$ cat config.mk
export PLATFORM = sky130hd
export DESIGN_NAME = noise_gate
export DESIGN_NICKNAME = d
export VERILOG_FILES = /design/src/rtl/audio_pkg.sv /design/src/rtl/abs_sat16.sv /design/src/rtl/noise_gate.sv
export SDC_FILE = /design/constraint.sdc
export NUM_CORES = 1
export LEC_CHECK = 0
export CAP_MARGIN = 0
export CORE_ASPECT_RATIO = 0.9
export CORE_UTILIZATION = 65
export DETAILED_ROUTE_END_ITERATION = 12
export MAX_ROUTING_LAYER = met4
export PLACE_DENSITY = 0.83
export SETUP_SLACK_MARGIN = 0.15
export SLEW_MARGIN = 20
export SYNTH_ARGS = -nofsm -noshare
export SYNTH_HDL_FRONTEND = slang
export SYNTH_SLANG_ARGS = --single-unit
$ cat constraint.sdc
create_clock -name clk -period 12.8 [get_ports clk]
set_input_delay 3.2 -clock clk [delete_from_list [all_inputs] [get_ports clk]]
set_output_delay 3.2 -clock clk [all_outputs]
set_load 0.01 [all_outputs]
$ cat src/rtl/audio_pkg.sv
// Shared definitions for the audio front-end blocks.
//   GAIN_W      : width of the gain register (0..256 needs 9 bits)
//   GAIN_UNITY  : gain value that passes a sample through unchanged
//   gate_state_t: noise-gate state encoding
package audio_pkg;

  localparam int GAIN_W = 9;
  localparam logic [GAIN_W-1:0] GAIN_UNITY = 9'd256;

  typedef enum logic [2:0] {
    ST_CLOSED  = 3'd0,
    ST_ATTACK  = 3'd1,
    ST_OPEN    = 3'd2,
    ST_HOLD    = 3'd3,
    ST_RELEASE = 3'd4
  } gate_state_t;

endpackage

$ cat src/rtl/abs_sat16.sv
// Saturating magnitude of a signed 16-bit sample.
//   sample : signed input
//   mag    : |sample|, with -32768 clamped to 32767
module abs_sat16 (
  input  logic signed [15:0] sample,
  output logic        [15:0] mag
);

  always_comb begin
    if (sample == 16'sh8000) begin
      // The true magnitude 32768 does not fit a 16-bit signed range.
      mag = 16'h7fff;
    end else if (sample[15]) begin
      mag = 16'(-sample);
    end else begin
      mag = sample;
    end
  end

endmodule

$ cat src/rtl/noise_gate.sv
// Noise gate with attack / hold / release gain envelope.
//   clk       : clock, all logic on the rising edge
//   rst       : synchronous active-high reset
//   in_valid  : sample strobe; nothing advances while low
//   audio_in  : raw signed sample
//   audio_out : sample scaled by the gain held before this sample's update
//   out_valid : in_valid delayed by one cycle
//   gate_open : gain register is nonzero
module noise_gate
  import audio_pkg::*;
#(
  parameter logic signed [15:0] THRESH       = 16'sd512,
  parameter int                 ATTACK_STEP  = 32,
  parameter int                 RELEASE_STEP = 4,
  parameter int                 HOLD_SAMPLES = 256
) (
  input  logic               clk,
  input  logic               rst,
  input  logic               in_valid,
  input  logic signed [15:0] audio_in,
  output logic signed [15:0] audio_out,
  output logic               out_valid,
  output logic               gate_open
);

  localparam int CNT_W = $clog2(HOLD_SAMPLES + 1);

  gate_state_t       state, state_nx;
  logic [GAIN_W-1:0] gain, gain_nx;
  logic [CNT_W-1:0]  hold_cnt, hold_cnt_nx;

  logic [15:0]       mag;
  logic              loud;
  logic [GAIN_W:0]   gain_sum;
  logic [GAIN_W-1:0] gain_up;
  logic [GAIN_W-1:0] gain_dn;
  logic [CNT_W-1:0]  hold_inc;
  logic signed [24:0] in_ext;
  logic signed [24:0] gain_ext;
  logic signed [24:0] product;

  abs_sat16 u_abs (
    .sample (audio_in),
    .mag    (mag)
  );

  assign loud = (mag >= $unsigned(THRESH));

  // One extra bit on the sum so the step past unity is seen before clamping.
  assign gain_sum = {1'b0, gain} + (GAIN_W + 1)'(ATTACK_STEP);
  assign gain_up  = (gain_sum >= {1'b0, GAIN_UNITY}) ? GAIN_UNITY : gain_sum[GAIN_W-1:0];
  assign gain_dn  = (gain <= GAIN_W'(RELEASE_STEP)) ? '0 : gain - GAIN_W'(RELEASE_STEP);
  assign hold_inc = hold_cnt + CNT_W'(1);

  // Gain is zero-extended so the product stays signed; 25 bits hold +/-2^23.
  assign in_ext   = {{9{audio_in[15]}}, audio_in};
  assign gain_ext = {{(25 - GAIN_W){1'b0}}, gain};
  assign product  = in_ext * gain_ext;

  assign gate_open = (gain != '0);

  // NOTE: every signal written here gets a default first, so no path leaves
  // it unassigned and no latch is inferred.
  always_comb begin
    state_nx    = state;
    gain_nx     = gain;
    hold_cnt_nx = hold_cnt;
    if (in_valid) begin
      unique case (state)
        ST_CLOSED: begin
          gain_nx = '0;
          if (loud) begin
            state_nx = ST_ATTACK;
            gain_nx  = GAIN_W'(ATTACK_STEP);
          end
        end
        ST_ATTACK: begin
          gain_nx = gain_up;
          if (gain_up == GAIN_UNITY) state_nx = ST_OPEN;
        end
        ST_OPEN: begin
          if (!loud) begin
            if (HOLD_SAMPLES <= 1) begin
              state_nx    = ST_RELEASE;
              hold_cnt_nx = '0;
            end else begin
              state_nx    = ST_HOLD;
              hold_cnt_nx = CNT_W'(1);
            end
          end
        end
        ST_HOLD: begin
          if (loud) begin
            state_nx    = ST_OPEN;
            hold_cnt_nx = '0;
          end else if (hold_inc == CNT_W'(HOLD_SAMPLES)) begin
            // Gain is left untouched on the sample that ends the hold.
            state_nx    = ST_RELEASE;
            hold_cnt_nx = '0;
          end else begin
            hold_cnt_nx = hold_inc;
          end
        end
        ST_RELEASE: begin
          if (loud) begin
            state_nx = ST_ATTACK;
            gain_nx  = gain_up;
          end else begin
            gain_nx = gain_dn;
            if (gain_dn == '0) state_nx = ST_CLOSED;
          end
        end
        default: begin
          state_nx    = ST_CLOSED;
          gain_nx     = '0;
          hold_cnt_nx = '0;
        end
      endcase
    end
  end

  // NOTE: non-blocking assignments so every register samples the values
  // from before this edge, independent of statement order.
  always_ff @(posedge clk) begin
    if (rst) begin
      state     <= ST_CLOSED;
      gain      <= '0;
      hold_cnt  <= '0;
      audio_out <= '0;
      out_valid <= 1'b0;
    end else begin
      state     <= state_nx;
      gain      <= gain_nx;
      hold_cnt  <= hold_cnt_nx;
      out_valid <= in_valid;
      // Arithmetic shift floors; the result always fits 16 bits since gain <= 256.
      if (in_valid) audio_out <= 16'(product >>> 8);
    end
  end

endmodule

==> results of run 1 <==
[synth_stat cells (4+ instances only)]
master / instances
a211oi_1: 9
nor2b_1: 4
o211ai_1: 6
and2_1: 58
nand2b_1: 13
a21o_1: 5
or3_1: 9
inv_1: 153
xnor2_1: 17
clkbuf_1: 39
a21oi_1: 33
and3_1: 5
buf_2: 5
o21ai_0: 24
nor3_1: 11
nor2_1: 47
or4_1: 7
nand2_1: 103
fa_1: 114
a31oi_1: 8
xor2_1: 8
mux2i_1: 6
ha_1: 57
dfxtp_1: 38
nand3_1: 18
nor3b_1: 4
[kinds of logic after synthesis]
kind of cell | synth area share (%)
AND/OR/NAND/NOR | 21.2
buffers and inverters | 10.7
adder cells (fa/ha/maj) | 42.5
AO/OA/AOI/OAI | 10.6
flip-flops | 10.8
XOR/XNOR | 3.11
multiplexers | 1.01
[where the power goes]
group | internal [W] | switching (W) | total, W | leakage [nW]
registers | 0.000122 | 0.00000664 | 0.000128 | 0.308
clock network | 0.0000772 | 0.0000512 | 0.000128 | 0.0729
logic | 0.0000378 | 0.0000557 | 0.0000936 | 3.40
[state kept, by name, indices dropped and copies added, names as in the netlist]
signal     cells
audio_out     16
gain           9
hold_cnt       9
state          3
out_valid      1
[per-stage QoR]
| step | hold slack (ps) | util [%] |
|---|---|---|
| 2_1_floorplan | 468 | - |
| 3_3_place_gp | 447 | 71.4 |
| 3_5_place_dp | 453 | 71.4 |
| 4_1_cts | 467 | 72.8 |
| 5_1_grt | 518 | 72.8 |
| 6_report | 462 | 72.8 |
[worst min-delay path by stage]
stage | startpoint | to | slack (ps) | cells past startpoint
2_1_floorplan | gain[1] | gain[1] | 470 | 2
4_1_cts | audio_out[12] | audio_out[12] | 470 | 2
6_report | audio_out[12] | audio_out[12] | 460 | 2
3_3_place_gp | audio_out[12] | audio_out[12] | 450 | 2
5_1_grt | audio_out[6] | audio_out[6] | 520 | 2
3_5_place_dp | audio_out[12] | audio_out[12] | 450 | 2
[layout make-up]
type | instances | area, um2 | area share [%]
Clock inverter | 2 | 12.5 | 0.166
Sequential cell | 38 | 761 | 10.1
Clock buffer | 6 | 139 | 1.84
Multi-Input combinational cell | 614 | 5530 | 73.1
Inverter | 153 | 574 | 7.60
Tap cell | 129 | 161 | 2.14
Timing Repair Buffer | 39 | 383 | 5.07
[worst max-delay path, stage by stage]
cell and delay, ps:
clkdlybuf4s50_1 720, nand2_1 140, fa_1 570, inv_1 50, fa_1 500, inv_1 50
fa_1 480, inv_1 60, fa_1 520, inv_1 50, fa_1 530, inv_1 40
ha_1 330, nand3_1 110, a2111oi_1 740, o211ai_1 280, a21oi_1 380, a211oi_1 160
or4_1 520, nand2_1 70
[layer usage]
metal,part of all wire [%],up-vias
li1,-,2692
met1,40,2930
met2,51,231
met3,6.4,36
met4,2.1,0
met5,0,-
==> results.ini, run 1 <==
[placed_design]
io_buffers=36
placed_area_um2=7410
dpl.hpwl_um=13100
dp_cells=973
post-place-ws_ps=3300
gp_routability_congestion=0.925

[worst_setup_path]
ff2ff_path_depth=19
required_ps=13030
path_class=in2reg
cp-start-kind=primary input
setup.worst_path.end=audio_out[15]
arrival_ps=9520
crit_fanout=10
worst_setup_path_end_kind=flip-flop
reg2reg_slack_ps=6300
startpoint=audio_in[5]
r2r_end=audio_out[15]
r2r-start=gain[2]

[cts]
clock_latency_ps=280
clk_pin_slew_ps=60
clockBufferDepth=2
numCtsBuffers=5
cts_hold_buf=0
htreeDepth=2
cts_resized=0
numClockSinks=38
cts_setup_buffers=0
cts_tree=yes
ctsRootBufferMaster=clkbuf_16

[timing]
min_period_ps=9290
fin_crit_sh_pct=72.6
hold_viol=0
relSlewSlack_pct=38.2
tns_ps=0
max_freq_ghz=0.108
fin_skew_ps=6.06
setup_ws_ps=3510
slew_viol_final=0
rsz0062_at_grt=false
tightestPinTransition_ps=927
setup-violations-final=0

[route]
firstDrtPassIters=10
wire_per_inst_um=17.3
vias=5889
via_per_inst=6.00
routed_wirelength_um=16900
first_iter_violations=439
drc=2
ant_nets=0

[yosys]
avgSynthCellArea_um2=8.27
synth_warnings=0
synth-seq-area-share_pct=10.8
synth_seq_cells=38
ys_types=58
ys_top_cells_by_area=fa_1 (32%), dfxtp_1 (11%), ha_1 (10%)
netlist.area_leader.share_pct=32.4
syn_area_um2=7040
synthCells=851
yosysTopAreaCell=fa_1
synth-edff-count=0
ys_async_sr_fraction_pct=0
synthFlopType=dfxtp_1
synth_nets=1041

[global_route]
grt_util_met3_pct=4.75
met2_usage_pct=60.5
grt_pass1_wl_um=29400
grt_usage_pct=34.2
busiest_layer=met2
grt_pass1_vias=6285
grt_use_met1_pct=41.4
overflow=0
grt_max_degree=33
antenna_found_initial=0

[final_layout]
synthToLayoutAreaGrowth_pct=7.34
diodes=0
postLayoutCellArea_um2=7560
nNetsFinal=1041
final_cells=981
drive_above_1_share_pct=2.58
final_common_cell=inv_1
fillers=785
layout_common_cells=inv_1 (153), fa_1 (114), nand2_1 (103), and2_1 (58), ha_1 (57)

[run]
drv_cap=0

[run_status]
status=complete, but fails checks
violations=design-rule violations

[floorplan]
die_w_um=112
initial_core_util_pct=67.8
die_height_um=101
core_um2=10400
core.rowCount=35
dieArea_um2=11300
ios=37

[pwr]
total_power_w=0.000350
power_density_nw_per_um2=46.3
p_leak_nw=3.78
ir_drop_v=0.0000705

[hold_path]
hold_class=reg2reg

No activity file was read; power rests on OpenSTA's default activity.
==> run 2, diff against run 1 <==
CORE_UTILIZATION = 63   (was 65)
PLACE_DENSITY = 0.81   (was 0.83)
clock period = 9.3 ns   (was 12.8 ns; I/O delays follow)
==> run 2 against run 1 <==
Net effect:
- the flow now finishes without violations
- total power grew 52%
- cell area increased by 0.81%
- combinational power rose by 36%
- first-iteration DRC count fell by 0.68%
- final cell count up 2.1%
- clock-buffer cell count unchanged
- critical endpoint unchanged
- hold slack better by 1.5 ps
- routed wire length is 1.2% higher
- non-clock buffer count down 2
- setup slack lost 2600 ps
- sequential share of layout area shrank 0.081 points
==> results.ini, run 2 (same netlist as run 1, synthesis figures left out) <==
[pwr]
ir_drop_v=0.0000722  ; +2.3%
power_density_nw_per_um2=69.8  ; +51%
p_leak_nw=3.80  ; +0.37%

[global_route]
met2_usage_pct=59.1  ; -1.4 points
grt_use_met1_pct=40.1  ; -1.3 points
grt_util_met3_pct=4.51  ; -0.24 points
grt_pass1_vias=6351  ; +1.1%
grt_usage_pct=33.2  ; -0.98 points
overflow=0  ; unchanged
grt_pass1_wl_um=29400  ; unchanged
busiest_layer=met2
antenna_found_initial=0  ; unchanged
grt_max_degree=33  ; unchanged

[worst_setup_path]
cp-start-kind=primary input
crit_fanout=10  ; unchanged
worst_setup_path_end_kind=flip-flop
path_class=in2reg
required_ps=9530  ; -3500 ps
arrival_ps=8640  ; -880 ps
reg2reg_slack_ps=2760  ; -3540 ps

[floorplan]
initial_core_util_pct=64.9  ; -3.0 points
dieArea_um2=11600  ; +3.1%
core_um2=10900  ; +4.6%
core.rowCount=36  ; +2.9%
die_height_um=102  ; +1.5%
ios=37  ; unchanged
die_w_um=113  ; +1.5%

[final_layout]
layout_common_cells=inv_1 (153), fa_1 (114), nand2_1 (103), and2_1 (58), ha_1 (57)
fillers=846  ; +7.8%
nNetsFinal=1039  ; -0.19%
diodes=0  ; unchanged
largest-register=audio_out
synthToLayoutAreaGrowth_pct=8.21
multiInputGateArea_um2=5530  ; unchanged
drive_above_1_share_pct=2.35  ; -0.23 points
top_regs=audio_out x16, gain x9, hold_cnt x9
final_common_cell=inv_1
regArea_um2=761  ; unchanged
largest_register_ffs=16  ; unchanged

[cts]
cts_resized=0  ; unchanged
numCtsBuffers=5  ; unchanged
htreeDepth=2  ; unchanged
clk_pin_slew_ps=60  ; about the same
clock_latency_ps=280  ; about the same
cts_tree=yes
clockBufferDepth=2  ; unchanged
cts_hold_buf=0  ; unchanged
cts_setup_buffers=0  ; unchanged
ctsRootBufferMaster=clkbuf_16
numClockSinks=38  ; unchanged

[route]
wire_per_inst_um=17.1  ; -0.97%
firstDrtPassIters=8  ; -2
drc=0  ; -2
ant_nets=0  ; unchanged
routed_wirelength_um=17100  ; +1.2%
first_iter_violations=436  ; -0.68%
via_per_inst=5.93  ; -1.2%
vias=5940  ; +0.87%

[timing]
hold_viol=0  ; unchanged
relSlewSlack_pct=35.8  ; -2.4 points
tightestPinTransition_ps=961  ; +34.7 ps
setup_ws_ps=889  ; -2620 ps
fin_skew_ps=3.05  ; -3.00 ps
slew_viol_final=0  ; unchanged
min_period_ps=8410
fin_crit_sh_pct=90.4
max_freq_ghz=0.119
rsz0062_at_grt=false
tns_ps=0  ; unchanged
setup-violations-final=0  ; unchanged

[run_status]
status=finished clean

[hold_path]
hold_class=reg2reg

[placed_design]
gp_routability_congestion=0.901  ; -2.7%
io_buffers=36  ; unchanged
dpl.hpwl_um=13300  ; +0.80%
post-place-ws_ps=646  ; -2650 ps

[run]
drv_cap=0  ; unchanged

[run 2: changes by cell type in the layout (fill, tap and decap cells not counted)]
cell        change
clkinv_2        -1
bufinv_16       +2
clkinvlp_4      -1
buf_4           -2
[run 2: power breakdown]
part           leakage, nW  switching, W  internal (W)
Clock               0.0971     0.0000670      0.000161
Sequential           0.308    0.00000932      0.000168
Combinational         3.39     0.0000755     0.0000517
[run 2: final timing paths]
kind | from | end | cells past startpoint
max | audio_in[5] | audio_out[15] | 20
min | audio_out[4] | audio_out[4] | 2
max reg2reg | gain[3] | audio_out[15] | 19
min reg2reg | audio_out[4] | audio_out[4] | 2
[run 2: critical path, stage by stage]
cell             delay (ps)
clkdlybuf4s50_1         710
nand2_1                 140
fa_1                    570
inv_1                    50
fa_1                    500
inv_1                    50
fa_1                    480
inv_1                    60
fa_1                    530
inv_1                    60
fa_1                    530
inv_1                    40
ha_1                    330
nand3_1                 110
a2111oi_1               720
o211ai_1                250
a21oi_1                 380
a211oi_1                180
or4_1                   540
nand2_1                  70
[run 2: routing by layer]
metal	part of all wire, %	vias to the layer above
li1	-	2691
met1	40	2950
met2	51	259
met3	6.8	40
met4	2.0	0
met5	0	-
[run 2: layout make-up]
cell class,count,share of cell area (%)
clock buffer,6,1.82
clock inverter,2,0.788
inverter,153,7.54
multi-input combinational,614,72.5
sequential,38,9.98
tap,152,2.50
timing repair buffer,37,4.83
[run 2: stage by stage]
step	utilization (%)	instances	hold WS [ps]	area (um2)	power (W)
2_1_floorplan	-	851	468	7040	0.000264
3_3_place_gp	68.4	994	444	7420	0.000301
3_5_place_dp	68.4	994	450	7420	0.000305
4_1_cts	70.2	1002	468	7620	0.000529
5_1_grt	70.2	1002	510	7620	0.000555
6_report	70.2	1002	464	7620	0.000532
